<file path="src/rtl/ram_sync_param_if.sv">
`default_nettype none
// ============================================================================
// Module      : ram_sync_param_if
// Description : Bus bundle for ram_sync_param: access requests, clear request,
//               read data, read strobe, busy flag and parity error.
// Revision    : 1.0 - initial release
// ============================================================================
interface ram_sync_param_if #(
    parameter int DATA_W = 8,
    parameter int DEPTH  = 16,
    parameter int ADDR_W = $clog2(DEPTH)
);
    logic              clear_req;
    logic              we;
    logic              re;
    logic [ADDR_W-1:0] addr;
    logic [DATA_W-1:0] data_in;
    logic              err_inject;
    logic [DATA_W-1:0] data_out;
    logic              rd_valid;
    logic              busy;
    logic              par_err;

    modport master (
        output clear_req, we, re, addr, data_in, err_inject,
        input  data_out, rd_valid, busy, par_err
    );

    modport slave (
        input  clear_req, we, re, addr, data_in, err_inject,
        output data_out, rd_valid, busy, par_err
    );
endinterface
`default_nettype wire

</file>
<file path="src/rtl/ram_sync_param.sv">
`default_nettype none
// ============================================================================
// Module      : ram_sync_param
// Description : Single-port synchronous RAM with registered read, read-valid
//               strobe and a one-word-per-cycle hardware clear sweep.
//               Optional macro RAM_PARITY_EN adds a stored even-parity bit.
// Revision    : 1.0 - initial release
// ============================================================================
module ram_sync_param #(
    parameter int DATA_W = 8,
    parameter int DEPTH  = 16,
    parameter int ADDR_W = $clog2(DEPTH)
) (
    input  logic           clk,
    input  logic           rst,
    ram_sync_param_if.slave bus
);

`ifdef RAM_PARITY_EN
    localparam int PAR_W = 1;
`else
    localparam int PAR_W = 0;
`endif
    localparam int MEM_W = DATA_W + PAR_W;

    localparam logic [ADDR_W:0]   c_DEPTH     = (ADDR_W+1)'(DEPTH);
    localparam logic [ADDR_W-1:0] c_LAST_ADDR = ADDR_W'(DEPTH - 1);
    localparam logic [ADDR_W-1:0] c_ADDR_ONE  = ADDR_W'(1);

    typedef enum logic [0:0] {
        ST_IDLE  = 1'b0,
        ST_CLEAR = 1'b1
    } state_t;

    logic [MEM_W-1:0]  r_mem [DEPTH];

    state_t            r_state;
    state_t            w_state_nxt;
    logic [ADDR_W-1:0] r_clr_addr;
    logic [ADDR_W-1:0] w_clr_addr_nxt;
    logic              r_busy;
    logic              w_busy_nxt;

    logic              w_mem_we;
    logic [ADDR_W-1:0] w_mem_addr;
    logic [MEM_W-1:0]  w_mem_wdata;
    logic [MEM_W-1:0]  w_wr_word;
    logic [MEM_W-1:0]  w_rd_word;
    logic              w_rd_go;
    logic              w_in_range;

    logic [DATA_W-1:0] r_data_out;
    logic              r_rd_valid;

    // Only reachable when DEPTH is not a power of two.
    assign w_in_range = ({1'b0, bus.addr} < c_DEPTH);

`ifdef RAM_PARITY_EN
    assign w_wr_word = {(^bus.data_in) ^ bus.err_inject, bus.data_in};
`else
    assign w_wr_word = bus.data_in;
    logic w_unused_err_inject;
    assign w_unused_err_inject = bus.err_inject;
`endif

    assign w_rd_word = w_in_range ? r_mem[bus.addr] : '0;

    // ------------------------------------------------------------------
    // Control FSM: state register
    // ------------------------------------------------------------------
    always_ff @(posedge clk) begin
        if (rst) begin
            r_state    <= ST_CLEAR;
            r_clr_addr <= '0;
            r_busy     <= 1'b1;
        end else begin
            r_state    <= w_state_nxt;
            r_clr_addr <= w_clr_addr_nxt;
            r_busy     <= w_busy_nxt;
        end
    end

    // ------------------------------------------------------------------
    // Control FSM: next state, memory write port and read launch
    // ------------------------------------------------------------------
    always_comb begin
        w_state_nxt    = r_state;
        w_clr_addr_nxt = r_clr_addr;
        w_busy_nxt     = r_busy;
        w_mem_we       = 1'b0;
        w_mem_addr     = bus.addr;
        w_mem_wdata    = w_wr_word;
        w_rd_go        = 1'b0;

        case (r_state)
            ST_CLEAR: begin
                w_mem_we    = 1'b1;
                w_mem_addr  = r_clr_addr;
                w_mem_wdata = '0;
                if (r_clr_addr == c_LAST_ADDR) begin
                    w_state_nxt    = ST_IDLE;
                    w_busy_nxt     = 1'b0;
                    w_clr_addr_nxt = '0;
                end else begin
                    w_clr_addr_nxt = r_clr_addr + c_ADDR_ONE;
                end
            end
            default: begin
                // A clear request drops any access presented with it.
                if (bus.clear_req) begin
                    w_state_nxt    = ST_CLEAR;
                    w_busy_nxt     = 1'b1;
                    w_clr_addr_nxt = '0;
                end else begin
                    w_mem_we = bus.we && w_in_range;
                    w_rd_go  = bus.re;
                end
            end
        endcase
    end

    // Array has no reset; the sweep is what zeroes it.
    always_ff @(posedge clk) begin
        if (w_mem_we && !rst) begin
            r_mem[w_mem_addr] <= w_mem_wdata;
        end
    end

    // ------------------------------------------------------------------
    // Registered read port (read-first against a same-cycle write)
    // ------------------------------------------------------------------
    always_ff @(posedge clk) begin
        if (rst) begin
            r_data_out <= '0;
            r_rd_valid <= 1'b0;
        end else if (w_rd_go) begin
            r_data_out <= w_rd_word[DATA_W-1:0];
            r_rd_valid <= 1'b1;
        end else begin
            r_rd_valid <= 1'b0;
        end
    end

`ifdef RAM_PARITY_EN
    logic r_par_err;

    always_ff @(posedge clk) begin
        if (rst) begin
            r_par_err <= 1'b0;
        end else if (w_rd_go) begin
            r_par_err <= (^w_rd_word[DATA_W-1:0]) != w_rd_word[DATA_W];
        end else begin
            r_par_err <= 1'b0;
        end
    end

    assign bus.par_err = r_par_err;
`else
    assign bus.par_err = 1'b0;
`endif

    assign bus.data_out = r_data_out;
    assign bus.rd_valid = r_rd_valid;
    assign bus.busy     = r_busy;

endmodule
`default_nettype wire

</file>
<file path="src/flat_wrapper.sv">
// flat-port wrapper written by rule: the top's interface ports become plain ports
module ram_sync_param_flat 
#(
    parameter int DATA_W = 8,
    parameter int DEPTH  = 16,
    parameter int ADDR_W = $clog2(DEPTH)
)
  (clk, rst, bus_clear_req, bus_we, bus_re, bus_addr, bus_data_in, bus_err_inject, bus_data_out, bus_rd_valid, bus_busy, bus_par_err);
  ram_sync_param_if #(.DATA_W(DATA_W), .DEPTH(DEPTH), .ADDR_W(ADDR_W)) bus_i ();
  input  logic clk;
  input  logic rst;
  input wire logic [$bits(bus_i.clear_req)-1:0] bus_clear_req;
  input wire logic [$bits(bus_i.we)-1:0] bus_we;
  input wire logic [$bits(bus_i.re)-1:0] bus_re;
  input wire logic [$bits(bus_i.addr)-1:0] bus_addr;
  input wire logic [$bits(bus_i.data_in)-1:0] bus_data_in;
  input wire logic [$bits(bus_i.err_inject)-1:0] bus_err_inject;
  output wire logic [$bits(bus_i.data_out)-1:0] bus_data_out;
  output wire logic [$bits(bus_i.rd_valid)-1:0] bus_rd_valid;
  output wire logic [$bits(bus_i.busy)-1:0] bus_busy;
  output wire logic [$bits(bus_i.par_err)-1:0] bus_par_err;
  assign bus_i.clear_req = bus_clear_req;
  assign bus_i.we = bus_we;
  assign bus_i.re = bus_re;
  assign bus_i.addr = bus_addr;
  assign bus_i.data_in = bus_data_in;
  assign bus_i.err_inject = bus_err_inject;
  assign bus_data_out = bus_i.data_out;
  assign bus_rd_valid = bus_i.rd_valid;
  assign bus_busy = bus_i.busy;
  assign bus_par_err = bus_i.par_err;
  ram_sync_param #(.DATA_W(DATA_W), .DEPTH(DEPTH), .ADDR_W(ADDR_W)) u_core (.clk(clk), .rst(rst), .bus(bus_i));
endmodule
</file>
<file path="config.mk">
export PLATFORM = sky130hd
export DESIGN_NAME = ram_sync_param_flat
export DESIGN_NICKNAME = d
export VERILOG_FILES = /design/src/rtl/ram_sync_param_if.sv /design/src/rtl/ram_sync_param.sv /design/src/flat_wrapper.sv
export SDC_FILE = /design/constraint.sdc
export NUM_CORES = 1
export LEC_CHECK = 0
export BUFFER_PORTS_ARGS = -buffer_cell sky130_fd_sc_hd__clkbuf_2
export CAP_MARGIN = 20
export CORE_AREA = 2 2 106 108
export DETAILED_ROUTE_END_ITERATION = 16
export DIE_AREA = 0 0 108 110
export GPL_TIMING_DRIVEN = 0
export PLACE_DENSITY = 0.75
export RECOVER_POWER = 100
export SYNTH_ARGS = -nofsm -noshare
export SYNTH_HDL_FRONTEND = slang
export SYNTH_SLANG_ARGS = --single-unit
export TNS_END_PERCENT = 20
</file>
<file path="constraint.sdc">
create_clock -name clk -period 2.3 [get_ports clk]
set_clock_uncertainty 0.05 [all_clocks]
set_input_delay 0.46 -clock clk [delete_from_list [all_inputs] [get_ports clk]]
set_output_delay 0.46 -clock clk [all_outputs]
set_load 0.01 [all_outputs]
</file>
==> Yosys cells after proc, flatten, opt, wreduce, memory -nomap -nowiden <==
Memories as Yosys holds them, arrays and structs flattened. A register that Yosys moved wholly into a read port is not among the register bits.
Cells that the tools add are included.
W data, S select, Z words.
{ "op_classes": {"n_eq_ne": 2, "bitwise_logic": 0, "reduce_logical": 4, "n_div": 0, "n_shift": 0, "add_sub_neg": 1, "n_mul": 0, "order_cmp": 0, "muxes": 18} }
{ "ops": {"columns": ["cell", "count"], "rows": [
  ["$mux W4", 4],
  ["$mux W1", 13],
  ["$mux W8", 1],
  ["$add A4 B1 Y4 const B", 1],
  ["$eq A4 B4 Y1 const B", 1],
  ["$ne A2 B2 Y1 const B", 1],
  ["$reduce_and A2 Y1", 1],
  ["$reduce_bool A2 Y1", 1],
  ["$logic_and A1 B1 Y1", 1],
  ["$logic_not A1 Y1", 1]
]} }
{ "totals": {"reg_bits": 7, "mem_bits_ro": 0, "ramBits": 128, "n_memories": 1, "latchBits": 0} }
{ "memory_table": {"columns": ["memory", "depth", "width", "read_ports", "rd_clocked_by_memory_dff", "write_ports", "line", "text"], "rows": [
  ["u_core.r_mem", 16, 8, 1, 1, 1, "ram_sync_param.sv:35", "logic [MEM_W-1:0] r_mem [DEPTH];"]
]} }

==> Longest topological paths before layout <==
Gate-level depths: netlist of run 1.
{ "logic_depth": {"depth_word": 5, "ltp_mapped": 6} }

==> Worst setup path before layout of run 1 <==
No wires, ideal clock.
{ "synth_timing": {"path_kind": "input-to-reg", "start": "input bus_addr[0]", "end": "memory u_core.r_mem[1][0] (netlist name) (enable)", "path_buffers": 2, "stages": 5, "required_ns": 1.880, "slack_ns": 0.194, "t_arrival_ns": 1.686, "path_cell_list": "buf_4 -> buf_2 -> nor2b_1 -> mux2i_1 -> nor2_1"} }
{ "synth_between": {"elab_chain_len": 1} }
{ "synth_lines": {"columns": ["element", "line", "text"], "rows": [
  ["start: declaration", "flat_wrapper.sv:15", "input wire logic [$bits(bus_i.addr)-1:0] bus_addr;"],
  ["$mux W4", "ram_sync_param.sv:95", "case (r_state)"],
  ["end: declaration", "ram_sync_param.sv:35", null]
]} }
No other way between the ends.

==> Final worst setup path of run 1 <==
{ "layout_timing": {"start": "register u_core.r_state", "end": "memory u_core.r_mem[6][1] (netlist name) (enable)"} }
{ "layout_between": {"elab_chain_len": 4} }
{ "layout_lines": {"columns": ["element", "line", "text"], "rows": [
  ["start: declaration", "ram_sync_param.sv:37", "state_t r_state;"],
  ["start signal: assignment", "ram_sync_param.sv:77", "r_state <= w_state_nxt;"],
  ["$mux W1", "ram_sync_param.sv:95", null],
  ["$logic_and A1 B1 Y1", "ram_sync_param.sv:124", "if (w_mem_we && !rst) begin"],
  ["$mux W1", "ram_sync_param.sv:124", null],
  ["$mux W1 (implied by the code)", "ram_sync_param.sv:125", "r_mem[w_mem_addr] <= w_mem_wdata;"]
]} }
Several ways; a longest one is shown, not always the timed one.

==> metrics.md, run 1 <==
| Metric | Value |
|---|---|
| Rel. slew slack | `33.1%` |
| Via count | `3192` |
| RR Startpoint | `u_core.r_state` |
| GRT Overall Usage | `22.5%` |
| Post-Layout Cell Count | `528` |
| Peak Freq | `~430 MHz` |
| Final wirelength | `12300 µm` |
| Total CTS buffers | `17` |
| Fillers | `between 700 and 800` |
| 1st-pass router iterations | `5` |
| Synth-to-layout area growth | `15.9%` |
| Post-CTS Setup Bufs | `0` |
| WHS | `between 0.15 and 0.2 ns` |
| Ports | `29` |
| Die H | `110 µm` |
| CP top delay family | `simple AND/OR/NAND/NOR gates` |
| Worst Path Required | `2.40 ns` |
| Post-Place Worst Slack | `-0.404 ns` |
| Register area share after synthesis | `72.0%` |
| Peak fanout along the critical path | `10` |
| R2R setup slack | `-0.003 ns` |
| P_leak | `0.00231 µW` |
| Syn avg cell area | `17.6 µm²` |
| Core footprint | `between 10000 and 15000 µm²` |
| Synth Flop Type | `edfxtp_1` |
| Clock slew at reported path FFs | `0.06 ns` |
| H-tree lvl count | `4` |
| Flops & latches, synth | `143` |
| Initial antenna violation count | `0` |
| Post-synth EDFFs | `128` |
| RSZ-0062 raised after global routing | `true` |
| Final instance area | `6670 µm²` |
| Yosys top cell by area | `edfxtp_1` |
| GPL Wtd Cong | `0.908` |
| Clock sink count | `143` |
| Global-route wire length before repair | `~18000 µm` |
| Mapped Cells | `327` |
| Syn_nets | `346` |
| Max clock buf depth | `2` |
| Period minus WS final | `2.30 ns` |
| Slew @ Worst Pin | `between 1 and 1.5 ns` |
| Yosys cell types | `39` |
| Hold_buf cts | `0` |
| Final Slew Violations | `0` |
| Worst-case reg-to-reg path depth | `4` |
| Maximum VDD drop | `0.000425 V` |
| DR vias/cell | `6.05` |
| WL/cell | `23.2 µm` |
| Number of global-route vias before repair | `3157` |
| Placed inst area | `6050 µm²` |
| Critical path, cell by cell | `buf_2 > buf_2 > a32oi_1 > nor2_1` |
| Crit path buffers/inverters | `2` |
| Synth Cell Area | `approximately 5800 µm²` |
| Post-DP HPWL | `7700 µm` |
| Hold Startpoint | `bus_re` |
| Placed insts | `490` |
| Psw | `1100 µW` |
| CP most frequent cell | `buf_2` |
| Ys async rst share | `0%` |
| Die W | `108 µm` |
| HP Class | `primary input to flop` |
| Status | `finished, violations left` |
| Worst setup SP type | `flop` |
| Initial DRC count | `333` |
| Critical-path top delay cell | `nor2_1` |
| Final Cycle Share | `100%` |
| Gr ovfl total | `0` |
| Pin count of the biggest net entering global routing | `17` |
| Resized cells post-CTS | `5` |
| Antenna cells | `0` |
| Synth top area cells | `edfxtp_1, mux4_2, dfxtp_1` |
| WHS Path Cells | `2` |
| Internal Power | `4450 µW` |
| Final Setup Violations | `6` |
| Synth top area share | `66.8%` |
| Sw Ratio | `19.8%` |
| CP max stage delay | `0.65 ns` |
| Post-route ant nets | `0` |
| Nature of the critical path endpoint | `flop` |
| Worst reg2reg path endpoint | `u_core.r_mem[6][1]` |
| Clock power frac | `44.6%` |
| Initial Util | `between 50% and 60%` |
| CTS tree | `yes` |
| Crit Path Class | `flop to flop` |
| Drc violations | `0` |
| Skew-Pair Late Insertion Delay | `approximately 0.52 ns` |
| WHS Endpoint | `u_core.bus.rd_valid` |
| Yosys warns | `0` |
| Crit path launch | `u_core.r_state` |
| Sequential Power Share | `51.1%` |
| Buffers on Ports | `22` |
| Setup ws final | `-0.00302 ns` |
| Power share of the combinational group | `4.2%` |
| Max-Cap Viols | `0` |
| Site Rows | `38` |
| Failing checks | `negative setup slack` |
| Power density over the cells | `832 nW/µm²` |
| WP data arrival | `2.40 ns` |
| Hold Vio Cnt, Final | `0` |
| Die area | `11900 µm²` |
| Setup Total Neg Slack | `-0.00895 ns` |
| Layout cells sized above 1 | `26.8%` |
| Nets@finish | `roughly 390` |
| Root Driver | `clkbuf_8` |
worst max-delay path by stage:
| stage | to | slack (ns) | cells after the start |
|---|---|---|---|
| finish | u_core.r_mem[6][1] | -0.003 | 4 |
| global placement | u_core.r_mem[5][0] | -0.37 | 5 |
| global route | u_core.r_mem[6][7] | -0.16 | 4 |
| detailed placement | u_core.r_mem[5][0] | -0.40 | 5 |
| CTS | u_core.r_mem[8][2] | -0.08 | 4 |
| floorplan | u_core.r_mem[1][0] | 0.19 | 5 |
area by class of cell:
class | instances | area [µm²] | area share [%]
tap | 140 | 175 | 2.63
clock inverter | 8 | 90.1 | 1.35
timing repair buffer | 29 | 174 | 2.61
clock buffer | 24 | 440 | 6.60
inverter | 1 | 3.75 | 0.0563
buffer | 19 | 115 | 1.73
sequential | 143 | 4140 | 62.1
multi-input combinational | 164 | 1530 | 22.9
registers in the layout, summed over array words and instances (netlist names):
register             count
u_core.bus.rd_valid      1
u_core.r_clr_addr        4
u_core.r_state           1
u_core.bus.busy          1
u_core.bus.data_out      8
u_core.r_mem           128
synthesized netlist by cell type (all sizes together), types with 3 or more instances:
cell type and instances:
dfxtp 15, mux4 23, o211ai 15, a22oi 7
nor2b 16, buf 16, mux2 3, nand2 16
nand2b 3, mux2i 25, a21oi 8, o21ai 4
edfxtp 128, nand3 4, clkbuf 3, nor2 22
per-layer routing:
layer  GRT usage [%]  wire length (µm)
met5               0                 0
met1            28.8              4890
met2            36.4              6090
met3            5.11               898
met4            11.4               389
power groups by stage:
stage | clock [µW] | sequential [µW] | combinational, µW
6_report | 2480 | 2840 | 235
5_1_grt | 2620 | 2840 | 250
4_1_cts | 2500 | 2840 | 231
3_5_place_dp | 0 | 2890 | 225
3_3_place_gp | 0 | 2890 | 220
2_1_floorplan | 0 | 2890 | 161
kinds of logic after synthesis:
| family | share of synthesized area, % |
|---|---|
| buffers and inverters | 2.06 |
| flip-flops | 72.0 |
| other | 0.0651 |
| multiplexers | 14.4 |
| AND/OR/NAND/NOR | 6.43 |
| adder cells (fa/ha/maj) | 0.217 |
| AO/OA/AOI/OAI | 4.87 |
placed cells by master, fill, tap and decap left out, types with 2 or more instances in the layout:
cell         n
nor2b_1     16
nor2_1       8
a22oi_1      7
nand3_1      4
o211ai_1    15
nand2b_1     3
a21oi_1      8
edfxtp_1   128
nand2_1     15
mux2i_1     25
clkinv_2     3
dfxtp_1     15
o21ai_0      4
clkinv_1     2
clkbuf_1    10
mux2_2       3
nor2_2      14
clkbuf_16   16
mux4_2      16
bufinv_16    2
clkbuf_2    22
buf_2       11
buf_6        6
buf_4        6
mux4_1       7
through the flow:
stage                     util (%)  total power, µW
after floorplan                  -             3050
after global placement        56.5             3110
after detailed placement      56.6             3120
after CTS                     61.7             5570
after global routing          62.4             5710
final                         62.4             5550
Note: power is estimated with default switching activity, not from simulation.
==> inputs of run 2 (changes only) <==
- clock period: 2.3 -> 2.75 ns (I/O delays scaled with it)
==> metrics.md, run 2 (same netlist as run 1, synthesis figures left out) <==
| Metric | Value |
|---|---|
| GPL Wtd Cong | `0.908 (unchanged)` |
| Placed inst area | `6050 µm² (unchanged)` |
| Maximum VDD drop | `0.000356 V (-16%)` |
| Peak fanout along the critical path | `10 (unchanged)` |
| Die H | `110 µm (unchanged)` |
| Site Rows | `38 (unchanged)` |
| Nets@finish | `394 (unchanged)` |
| Number of global-route vias before repair | `3146 (-0.35%)` |
| Initial antenna violation count | `0 (unchanged)` |
| Clock slew at reported path FFs | `0.06 ns (about the same)` |
| Resized cells post-CTS | `0 (-5)` |
| Commonest non-fill, non-tap cell in the layout | `edfxtp_1` |
| Antenna cells | `0 (unchanged)` |
| Largest Register | `u_core.r_mem` |
| Met2 Usage GRT | `36.0% (-0.36 points)` |
| DR vias/cell | `5.97 (-1.2%)` |
| Worst setup SP type | `flop` |
| HP Class | `primary input to flop` |
| Placed insts | `490 (unchanged)` |
| Rel. slew slack | `32.9% (-0.23 points)` |
| Max FFs per register | `128 (unchanged)` |
| Post-route ant nets | `0 (unchanged)` |
| Ports | `29 (unchanged)` |
| Hold Vio Cnt, Final | `0 (unchanged)` |
| WL/cell | `23.1 µm (-0.57%)` |
| Buffers on Ports | `22 (unchanged)` |
| Area of the multi-input gates | `1480 µm² (-3.3%)` |
| Worst Path Required | `2.84 ns (+0.44 ns)` |
| Pin count of the biggest net entering global routing | `17 (unchanged)` |
| Power density over the cells | `706 nW/µm² (-15%)` |
| FF+latch area | `4140 µm² (unchanged)` |
| M1 GR Usage | `28.6% (-0.20 points)` |
| Die W | `108 µm (unchanged)` |
| Crit Path Class | `flop to flop` |
| GRT Overall Usage | `22.4% (-0.052 points)` |
| Max-Cap Viols | `0 (unchanged)` |
| Via count | `3154 (-1.2%)` |
| Core footprint | `10700 µm² (unchanged)` |
| Final Slew Violations | `0 (unchanged)` |
| CTS tree | `yes` |
| 1st-pass router iterations | `7 (+2)` |
| Max clock buf depth | `2 (unchanged)` |
| Hold_buf cts | `0 (unchanged)` |
| Root Driver | `clkbuf_8` |
| Slew @ Worst Pin | `1.00 ns (+0.00339 ns)` |
| Period minus WS final | `2.45 ns (+0.147 ns)` |
| H-tree lvl count | `4 (unchanged)` |
| Post-CTS Setup Bufs | `0 (unchanged)` |
| Initial DRC count | `349 (+4.8%)` |
| Nature of the critical path endpoint | `flop` |
| Status | `complete, no violations` |
| Final Cycle Share | `89.1% (-11 points)` |
| Fillers | `761 (+4.1%)` |
| Final instance area | `6570 µm² (-1.5%)` |
| Post-DP HPWL | `7700 µm (unchanged)` |
| Final wirelength | `12200 µm (-0.57%)` |
| Peak-usage layer in the global routing report | `met2` |
| Gr ovfl total | `0 (unchanged)` |
| Skew-Pair Late Insertion Delay | `0.52 ns (about the same)` |
| RSZ-0062 raised after global routing | `false` |
| Drc violations | `0 (unchanged)` |
| P_leak | `0.00223 µW (-3.3%)` |
| Global-route wire length before repair | `18400 µm (-0.22%)` |
| Peak Freq | `408 MHz (-6.0%)` |
| Clock sink count | `143 (unchanged)` |
| Die area | `11900 µm² (unchanged)` |
| Final Setup Violations | `0 (-6)` |
| WP data arrival | `2.54 ns (+0.14 ns)` |
| Total CTS buffers | `17 (unchanged)` |
| Most frequent cells in the layout | `edfxtp_1, clkbuf_1, mux2i_1` |
| Post-Layout Cell Count | `528 (unchanged)` |
| Met3 usage | `5.41% (+0.29 points)` |
| Initial Util | `53.8% (unchanged)` |
| Layout cells sized above 1 | `18.0% (-8.8 points)` |
| Synth-to-layout area growth | `14.1%` |
[run 2: final timing paths]
path	slack, ns	from	endpoint	depth (start not counted)
min	0.28	rst	u_core.r_clr_addr[0]	2
max reg2reg	0.30	u_core.r_state	u_core.r_mem[9][0]	5
min reg2reg	0.45	u_core.bus.busy	u_core.bus.busy	2
max	0.30	u_core.r_state	u_core.r_mem[9][0]	5
[run 2: metal layers]
layer	up-vias	part of all wire, %
li1	1395	-
met1	1584	40
met2	150	50
met3	25	6.7
met4	0	3.3
met5	-	0
[run 2: final cells by class]
cell class                 count  share of cell area [%]
sequential                   143                    63.1
multi-input combinational    164                    22.5
clock buffer                  24                    6.70
tap                          140                    2.67
timing repair buffer          29                    1.89
buffer                        19                    1.71
clock inverter                 8                    1.37
inverter                       1                  0.0571
[run 2: stage by stage]
step	setup slack, ns	setup TNS [ns]	total power [µW]	hold slack, ns	utilization (%)
after floorplan	0.554	0	2550	0.449	-
after global placement	-0.00757	-0.0855	2600	0.430	56.5
after detailed placement	-0.0443	-0.551	2610	0.434	56.6
after CTS	0.331	0	4650	0.246	61.6
after global routing	0.124	0	4770	0.274	61.4
final	0.300	0	4640	0.284	61.4
[run 2: worst max-delay path, cell delays in order, from the launching register on]
cell      delay (ns)
dfxtp_1         0.41
clkbuf_1        0.39
nand2b_1        0.10
a21oi_1         0.22
nand2_1         0.18
nor2_1          0.72
[run 2: power by group]
| part | internal [µW] | switching (µW) |
|---|---|---|
| Combinational | 82.6 | 107 |
| Clock | 1280 | 793 |
| Sequential | 2360 | 11.5 |
| Total | 3720 | 912 |
